File: src/rtl/alu_seq_ctrl_if.sv
// Command/response bus of the sequential ALU controller.
//
// Handshake rules, both channels: a transfer happens on a rising clk edge
// where valid and ready are both high. A producer holds valid and its
// payload steady until the transfer, and never withdraws valid early. A
// consumer may drive ready independently of valid.
interface alu_seq_ctrl_if;
  logic        cmd_valid;
  logic        cmd_ready;
  logic [2:0]  cmd_op;
  logic [31:0] cmd_a;
  logic [31:0] cmd_b;
  logic        rsp_valid;
  logic        rsp_ready;
  logic [31:0] rsp_data;
  logic        rsp_zero;
  logic        rsp_ovf;
  logic        rsp_err;

  modport master (
    output cmd_valid, cmd_op, cmd_a, cmd_b, rsp_ready,
    input  cmd_ready, rsp_valid, rsp_data, rsp_zero, rsp_ovf, rsp_err
  );

  modport slave (
    input  cmd_valid, cmd_op, cmd_a, cmd_b, rsp_ready,
    output cmd_ready, rsp_valid, rsp_data, rsp_zero, rsp_ovf, rsp_err
  );
endinterface

File: src/rtl/alu_seq_ctrl.sv
// Sequencer that runs AND/OR/ADD/SUB/SLT/MUL on a shared external 32-bit ALU.
// One command in flight at a time; MUL is an unsigned shift-add multiply
// keeping the low 32 bits. dbg_state mirrors the FSM state register.
module alu_seq_ctrl #(
  parameter int MUL_STEPS = 32
) (
  input  logic        clk,
  input  logic        rst_n,
  alu_seq_ctrl_if.slave bus,
  output logic [31:0] alu_a,
  output logic [31:0] alu_b,
  output logic [31:0] alu_less,
  output logic        alu_cin,
  output logic        alu_ainv,
  output logic        alu_binv,
  output logic [1:0]  alu_op,
  input  logic [31:0] alu_y,
  input  logic        alu_zero,
  input  logic        alu_ovf,
  output logic [2:0]  dbg_state
);

  localparam logic [2:0] OP_AND = 3'b000;
  localparam logic [2:0] OP_OR  = 3'b001;
  localparam logic [2:0] OP_ADD = 3'b010;
  localparam logic [2:0] OP_SUB = 3'b011;
  localparam logic [2:0] OP_SLT = 3'b100;
  localparam logic [2:0] OP_MUL = 3'b101;

  localparam logic [5:0] LAST_STEP = 6'(MUL_STEPS - 1);

  typedef enum logic [2:0] {
    IDLE = 3'd0,
    EXEC = 3'd1,
    SLT2 = 3'd2,
    MUL  = 3'd3,
    RESP = 3'd4
  } state_t;

  state_t      state_q, state_d;
  logic [2:0]  op_q;
  logic [31:0] a_q, b_q;
  logic [31:0] acc, mcand, mplier;
  logic [5:0]  step_q;
  logic        lt_q;
  logic [31:0] rsp_data_q;
  logic        rsp_zero_q, rsp_ovf_q, rsp_err_q;

  logic accept;
  logic illegal_op;
  logic mul_last;

  assign accept     = (state_q == IDLE) && bus.cmd_valid;
  assign illegal_op = (bus.cmd_op[2:1] == 2'b11);
  assign mul_last   = (step_q == LAST_STEP);

  assign bus.cmd_ready = (state_q == IDLE);
  assign bus.rsp_valid = (state_q == RESP);
  assign bus.rsp_data  = rsp_data_q;
  assign bus.rsp_zero  = rsp_zero_q;
  assign bus.rsp_ovf   = rsp_ovf_q;
  assign bus.rsp_err   = rsp_err_q;
  assign dbg_state     = state_q;

  // State register; reset aborts whatever command is in progress.
  always_ff @(posedge clk or negedge rst_n) begin
    if (!rst_n) state_q <= IDLE;
    else        state_q <= state_d;
  end

  // Next state and ALU drives; drives are zero except in EXEC/SLT2/MUL.
  always_comb begin
    state_d  = state_q;
    alu_a    = 32'd0;
    alu_b    = 32'd0;
    alu_less = 32'd0;
    alu_cin  = 1'b0;
    alu_ainv = 1'b0;
    alu_binv = 1'b0;
    alu_op   = 2'b00;
    case (state_q)
      IDLE: begin
        if (bus.cmd_valid) begin
          if (bus.cmd_op == OP_MUL) state_d = MUL;
          else if (illegal_op)      state_d = RESP;
          else                      state_d = EXEC;
        end
      end
      EXEC: begin
        alu_a = a_q;
        alu_b = b_q;
        case (op_q)
          OP_AND:  alu_op = 2'b00;
          OP_OR:   alu_op = 2'b01;
          default: alu_op = 2'b10;
        endcase
        // SUB and SLT both compute a - b as a + ~b + 1.
        if (op_q == OP_SUB || op_q == OP_SLT) begin
          alu_binv = 1'b1;
          alu_cin  = 1'b1;
        end
        state_d = (op_q == OP_SLT) ? SLT2 : RESP;
      end
      SLT2: begin
        alu_op   = 2'b11;
        alu_less = {31'd0, lt_q};
        state_d  = RESP;
      end
      MUL: begin
        alu_a  = acc;
        alu_b  = mplier[0] ? mcand : 32'd0;
        alu_op = 2'b10;
        if (mul_last) state_d = RESP;
      end
      RESP: begin
        if (bus.rsp_ready) state_d = IDLE;
      end
      default: state_d = IDLE;
    endcase
  end

  // Operand capture, multiply datapath and response payload registers.
  always_ff @(posedge clk or negedge rst_n) begin
    if (!rst_n) begin
      op_q       <= 3'd0;
      a_q        <= 32'd0;
      b_q        <= 32'd0;
      acc        <= 32'd0;
      mcand      <= 32'd0;
      mplier     <= 32'd0;
      step_q     <= 6'd0;
      lt_q       <= 1'b0;
      rsp_data_q <= 32'd0;
      rsp_zero_q <= 1'b0;
      rsp_ovf_q  <= 1'b0;
      rsp_err_q  <= 1'b0;
    end else begin
      case (state_q)
        IDLE: begin
          if (accept) begin
            op_q      <= bus.cmd_op;
            a_q       <= bus.cmd_a;
            b_q       <= bus.cmd_b;
            step_q    <= 6'd0;
            rsp_err_q <= illegal_op;
            if (bus.cmd_op == OP_MUL) begin
              acc    <= 32'd0;
              mcand  <= bus.cmd_a;
              mplier <= bus.cmd_b;
            end
            // Illegal opcodes go straight to RESP with an empty payload.
            if (illegal_op) begin
              rsp_data_q <= 32'd0;
              rsp_zero_q <= 1'b0;
              rsp_ovf_q  <= 1'b0;
            end
          end
        end
        EXEC: begin
          if (op_q == OP_SLT) begin
            // Signed less-than: sign of the difference corrected by overflow.
            lt_q <= alu_y[31] ^ alu_ovf;
          end else begin
            rsp_data_q <= alu_y;
            rsp_zero_q <= alu_zero;
            rsp_ovf_q  <= alu_ovf;
          end
        end
        SLT2: begin
          rsp_data_q <= alu_y;
          rsp_zero_q <= alu_zero;
          rsp_ovf_q  <= 1'b0;
        end
        MUL: begin
          acc    <= alu_y;
          mcand  <= mcand << 1;
          mplier <= mplier >> 1;
          step_q <= step_q + 6'd1;
          // The final partial sum is the product; capture it directly.
          if (mul_last) begin
            rsp_data_q <= alu_y;
            rsp_zero_q <= (alu_y == 32'd0);
            rsp_ovf_q  <= 1'b0;
          end
        end
        default: ;
      endcase
    end
  end

endmodule

File: src/flat_wrapper.sv
// flat-port wrapper written by rule: the top's interface ports become plain ports
module alu_seq_ctrl_flat 
#(
  parameter int MUL_STEPS = 32
)
  (clk, rst_n, alu_a, alu_b, alu_less, alu_cin, alu_ainv, alu_binv, alu_op, alu_y, alu_zero, alu_ovf, dbg_state, bus_cmd_valid, bus_cmd_op, bus_cmd_a, bus_cmd_b, bus_rsp_ready, bus_cmd_ready, bus_rsp_valid, bus_rsp_data, bus_rsp_zero, bus_rsp_ovf, bus_rsp_err);
  alu_seq_ctrl_if bus_i ();
  input  logic clk;
  input  logic rst_n;
  output logic [31:0] alu_a;
  output logic [31:0] alu_b;
  output logic [31:0] alu_less;
  output logic alu_cin;
  output logic alu_ainv;
  output logic alu_binv;
  output logic [1:0] alu_op;
  input  logic [31:0] alu_y;
  input  logic alu_zero;
  input  logic alu_ovf;
  output logic [2:0] dbg_state;
  input wire logic [$bits(bus_i.cmd_valid)-1:0] bus_cmd_valid;
  input wire logic [$bits(bus_i.cmd_op)-1:0] bus_cmd_op;
  input wire logic [$bits(bus_i.cmd_a)-1:0] bus_cmd_a;
  input wire logic [$bits(bus_i.cmd_b)-1:0] bus_cmd_b;
  input wire logic [$bits(bus_i.rsp_ready)-1:0] bus_rsp_ready;
  output wire logic [$bits(bus_i.cmd_ready)-1:0] bus_cmd_ready;
  output wire logic [$bits(bus_i.rsp_valid)-1:0] bus_rsp_valid;
  output wire logic [$bits(bus_i.rsp_data)-1:0] bus_rsp_data;
  output wire logic [$bits(bus_i.rsp_zero)-1:0] bus_rsp_zero;
  output wire logic [$bits(bus_i.rsp_ovf)-1:0] bus_rsp_ovf;
  output wire logic [$bits(bus_i.rsp_err)-1:0] bus_rsp_err;
  assign bus_i.cmd_valid = bus_cmd_valid;
  assign bus_i.cmd_op = bus_cmd_op;
  assign bus_i.cmd_a = bus_cmd_a;
  assign bus_i.cmd_b = bus_cmd_b;
  assign bus_i.rsp_ready = bus_rsp_ready;
  assign bus_cmd_ready = bus_i.cmd_ready;
  assign bus_rsp_valid = bus_i.rsp_valid;
  assign bus_rsp_data = bus_i.rsp_data;
  assign bus_rsp_zero = bus_i.rsp_zero;
  assign bus_rsp_ovf = bus_i.rsp_ovf;
  assign bus_rsp_err = bus_i.rsp_err;
  alu_seq_ctrl #(.MUL_STEPS(MUL_STEPS)) u_core (.clk(clk), .rst_n(rst_n), .bus(bus_i), .alu_a(alu_a), .alu_b(alu_b), .alu_less(alu_less), .alu_cin(alu_cin), .alu_ainv(alu_ainv), .alu_binv(alu_binv), .alu_op(alu_op), .alu_y(alu_y), .alu_zero(alu_zero), .alu_ovf(alu_ovf), .dbg_state(dbg_state));
endmodule
File: config.mk
export PLATFORM = sky130hd
export DESIGN_NAME = alu_seq_ctrl_flat
export DESIGN_NICKNAME = d
export VERILOG_FILES = /design/src/rtl/alu_seq_ctrl_if.sv /design/src/rtl/alu_seq_ctrl.sv /design/src/flat_wrapper.sv
export SDC_FILE = /design/constraint.sdc
export NUM_CORES = 1
export LEC_CHECK = 0
export CAP_MARGIN = 10
export CORE_ASPECT_RATIO = 0.8
export CORE_MARGIN = 2
export CORE_UTILIZATION = 50
export DETAILED_ROUTE_END_ITERATION = 8
export HOLD_SLACK_MARGIN = 0.02
export PLACE_DENSITY = 0.85
export SETUP_SLACK_MARGIN = 0.4
export SLEW_MARGIN = 20
export SYNTH_ARGS = -nofsm -noshare
export SYNTH_HDL_FRONTEND = slang
export SYNTH_SLANG_ARGS = --single-unit
File: constraint.sdc
create_clock -name clk -period 2.3 [get_ports clk]
set_input_delay 0.575 -clock clk [delete_from_list [all_inputs] [get_ports clk]]
set_output_delay 0.575 -clock clk [all_outputs]
set_load 0.01 [all_outputs]
==> metrics <==
Setup Skew=0.0229 ns; Initial Util=0.511; Hold Path Class=in2async; Post-Syn Area=0.0102 mm^2; drt drc=0; WP data required=1.73 ns; fin crit share=1.14; global-route wire length before repair=51200 um; layout cell share with drive strength beyond 1=0.258; IO Port Bufs=213; dpl cell area=0.0128 mm^2; failing checks=setup timing; Vias=9350; startpoint types=flop; RSZ-0062 raised after global routing=true; TritonCTS Buffers=22; Sink Count=208; Rel. slew slack=0.571; Worst-Margin Slew=0.644 ns; combinational power share=0.412; worst-path maximum fanout=7; Worst-path clk slew=0.07 ns; Synth area leaders=dfrtp_1 51%, nand2_1 16%, mux2_4 8.6%; Crit path arrival time=2.05 ns; GRT Util Overall=0.304; post-route design area=0.0151 mm^2; status=complete, but fails checks; initial antenna violation count=3; Max Freq=382 MHz; Cells after DPL=1498; post-synth top area cell=dfrtp_1; die height=132 um; pwr/cell area=1140 mW/mm^2; Int Pwr=11.3 mW; Initial DRT Pass Iterations=5; root buffer cell=clkbuf_16; EDFF count, synth=0; top cell type's share of synthesized area=0.511; register area share after synthesis=0.511; Setup TNS=-30.24 ns; Cell variety after synth=45; CORE AREA=0.0199 mm^2; nets=1460; crit end category=primary output; H-tree Lvls=1; Synth async-reset ratio=1.00; per-cell routed wire length=22.4 um; largest net degree at the start of global routing=77; Final GP Congestion=0.885; crit path time final=2.62 ns; switching share of power=0.345; Routed WL=36700 um; crit path kind=reg2out; P_sw=5.94 mW; final setup margin=-0.321 ns; Clock Power Share=0.207; CTS tree=built; Max Cap Viol=0; Final Hold Fails=0; Die X=164 um; fin util=0.756; ys flop type=dfrtp_1; final slew viol count=0; most common cell in the synthesized netlist=nand2_1; global route overflow=0; Syn Inst Count=1041; fin cells=1637; dpl hpwl=19500 um; Filler Cells Inserted=1254; maximum vdd drop=640 uV; Yosys reg bits=208; Mean Syn Cell Area=9.78 um^2; antenna-violating nets left=0; area delta synth->final=47.9%; vias in the first global route=9086; synth warn=0; DR iter-0 viols=1187; final setup violation count=165; synth cell count leaders=427 x nand2_1, 208 x dfrtp_1, 96 x a22o_1; Via density=5.71; Lkg Pwr=7.96 nW; Longest Clk Path Bufs=3; clock latency on the worst-skew pair=0.51 ns; Die Area=0.0215 mm^2; row cnt=46; Seq pwr share=0.381; I/O pins=246
==> layer usage <==
metal | up-vias | wire length, um | track usage
met5 | - | 0 | 0
met4 | 0 | 933 | 0.0838
met3 | 96 | 3900 | 0.0739
met2 | 600 | 17400 | 0.484
met1 | 4643 | 14500 | 0.416
li1 | 4011 | - | -
==> critical path, stage by stage, from the launching register on <==
cell     delay [ns]
dfrtp_1        0.41
and3b_4        0.34
and2_4         0.23
buf_12         0.16
buf_8          0.11
a22o_1         0.14
buf_2          0.13
==> placed cells by master (no fill, tap or decap), types with 27 or more instances in the layout <==
cell type and count:
buf_2 62, buf_6 52, nand2_1 426, buf_12 27, a22o_1 95, mux2i_1 34
clkbuf_16 32, mux2_4 63, buf_4 38, clkdlybuf4s50_1 103, inv_1 37, dlymetal6s2s_1 35
dfrtp_1 207, conb_1 32
==> final timing paths <==
check	start	endpoint	slack [ns]	depth (start not counted)
min in group clk	u_core.b_q[4]$_DFFE_PN0P_	u_core.b_q[4]$_DFFE_PN0P_	0.48	2
min	rst_n	u_core.mplier[26]$_DFFE_PN0P_	0.04	1
max reg2reg	u_core.dbg_state[1]$_DFFE_PN0P_	u_core.mcand[8]$_DFFE_PN0P_	-0.25	11
max	u_core.dbg_state[2]$_DFFE_PN0P_	alu_b[3]	-0.32	6
min reg2reg	u_core.b_q[4]$_DFFE_PN0P_	u_core.b_q[4]$_DFFE_PN0P_	0.48	2
max in group asynchronous	rst_n	u_core.bus.rsp_data[6]$_DFFE_PN0P_	1.56	2
==> stage by stage <==
stage	hold WS (ns)	total power, mW	setup WS (ns)
after floorplan	0.279	9.58	0.275
after global placement	0.457	11.8	-0.0668
after detailed placement	0.463	12.1	-0.0778
after CTS	0.0708	16.4	-0.282
after global routing	0.0821	17.9	-0.360
final	0.0412	17.2	-0.321
==> area by class of cell <==
| cell class | instances | area [um^2] | area share |
|---|---|---|---|
| timing repair buffer | 359 | 4170 | 0.277 |
| multi-input combinational | 724 | 4490 | 0.298 |
| tap | 264 | 330 | 0.0219 |
| antenna | 3 | 7.51 | 0.000498 |
| clock buffer | 33 | 673 | 0.0447 |
| inverter | 39 | 149 | 0.00989 |
| clock inverter | 7 | 37.5 | 0.00249 |
| sequential | 208 | 5210 | 0.346 |
==> state kept, by name (all words and copies together), names as in the netlist <==
| register | flops |
|---|---|
| u_core.bus.rsp_zero | 1 |
| u_core.mplier | 32 |
| u_core.acc | 32 |
| u_core.op_q | 3 |
| u_core.lt_q | 1 |
| u_core.b_q | 32 |
| u_core.dbg_state | 3 |
| u_core.mcand | 32 |
| u_core.bus.rsp_data | 32 |
| u_core.bus.rsp_ovf | 1 |
| u_core.step_q | 6 |
| u_core.a_q | 32 |
| u_core.bus.rsp_err | 1 |
==> power groups by stage <==
stage | combinational [mW] | sequential, mW | clock (mW)
2_1_floorplan | 3.39 | 6.18 | 0
3_3_place_gp | 5.43 | 6.41 | 0
3_5_place_dp | 5.62 | 6.45 | 0
4_1_cts | 6.45 | 6.43 | 3.55
5_1_grt | 7.51 | 6.67 | 3.74
6_report | 7.09 | 6.55 | 3.56
==> what timing repair did <==
| item | in CTS | in global routing |
|---|---|---|
| setup buffers | 35 | 29 |
| pin swaps | 20 | 30 |
| cloned | 19 | 13 |
| gates resized for setup | 330 | 151 |
| setup endpoints to repair | 243 | 244 |
| hold buffers | 0 | 0 |
==> logic make-up (layout without fill, tap and decap cells) <==
family / count (synthesis) / in the layout / synth area share
mux: 98 / 98 / 0.125
simple gates: 467 / 467 / 0.183
other cells: 1 / 35 / 0.000368
compound gates: 125 / 125 / 0.100
flops: 208 / 208 / 0.511
xor+xnor: 1 / 1 / 0.000860
fa+ha+maj: 1 / 1 / 0.00123
buf+inv: 140 / 438 / 0.0781
No activity file was read; power rests on OpenSTA's default activity.
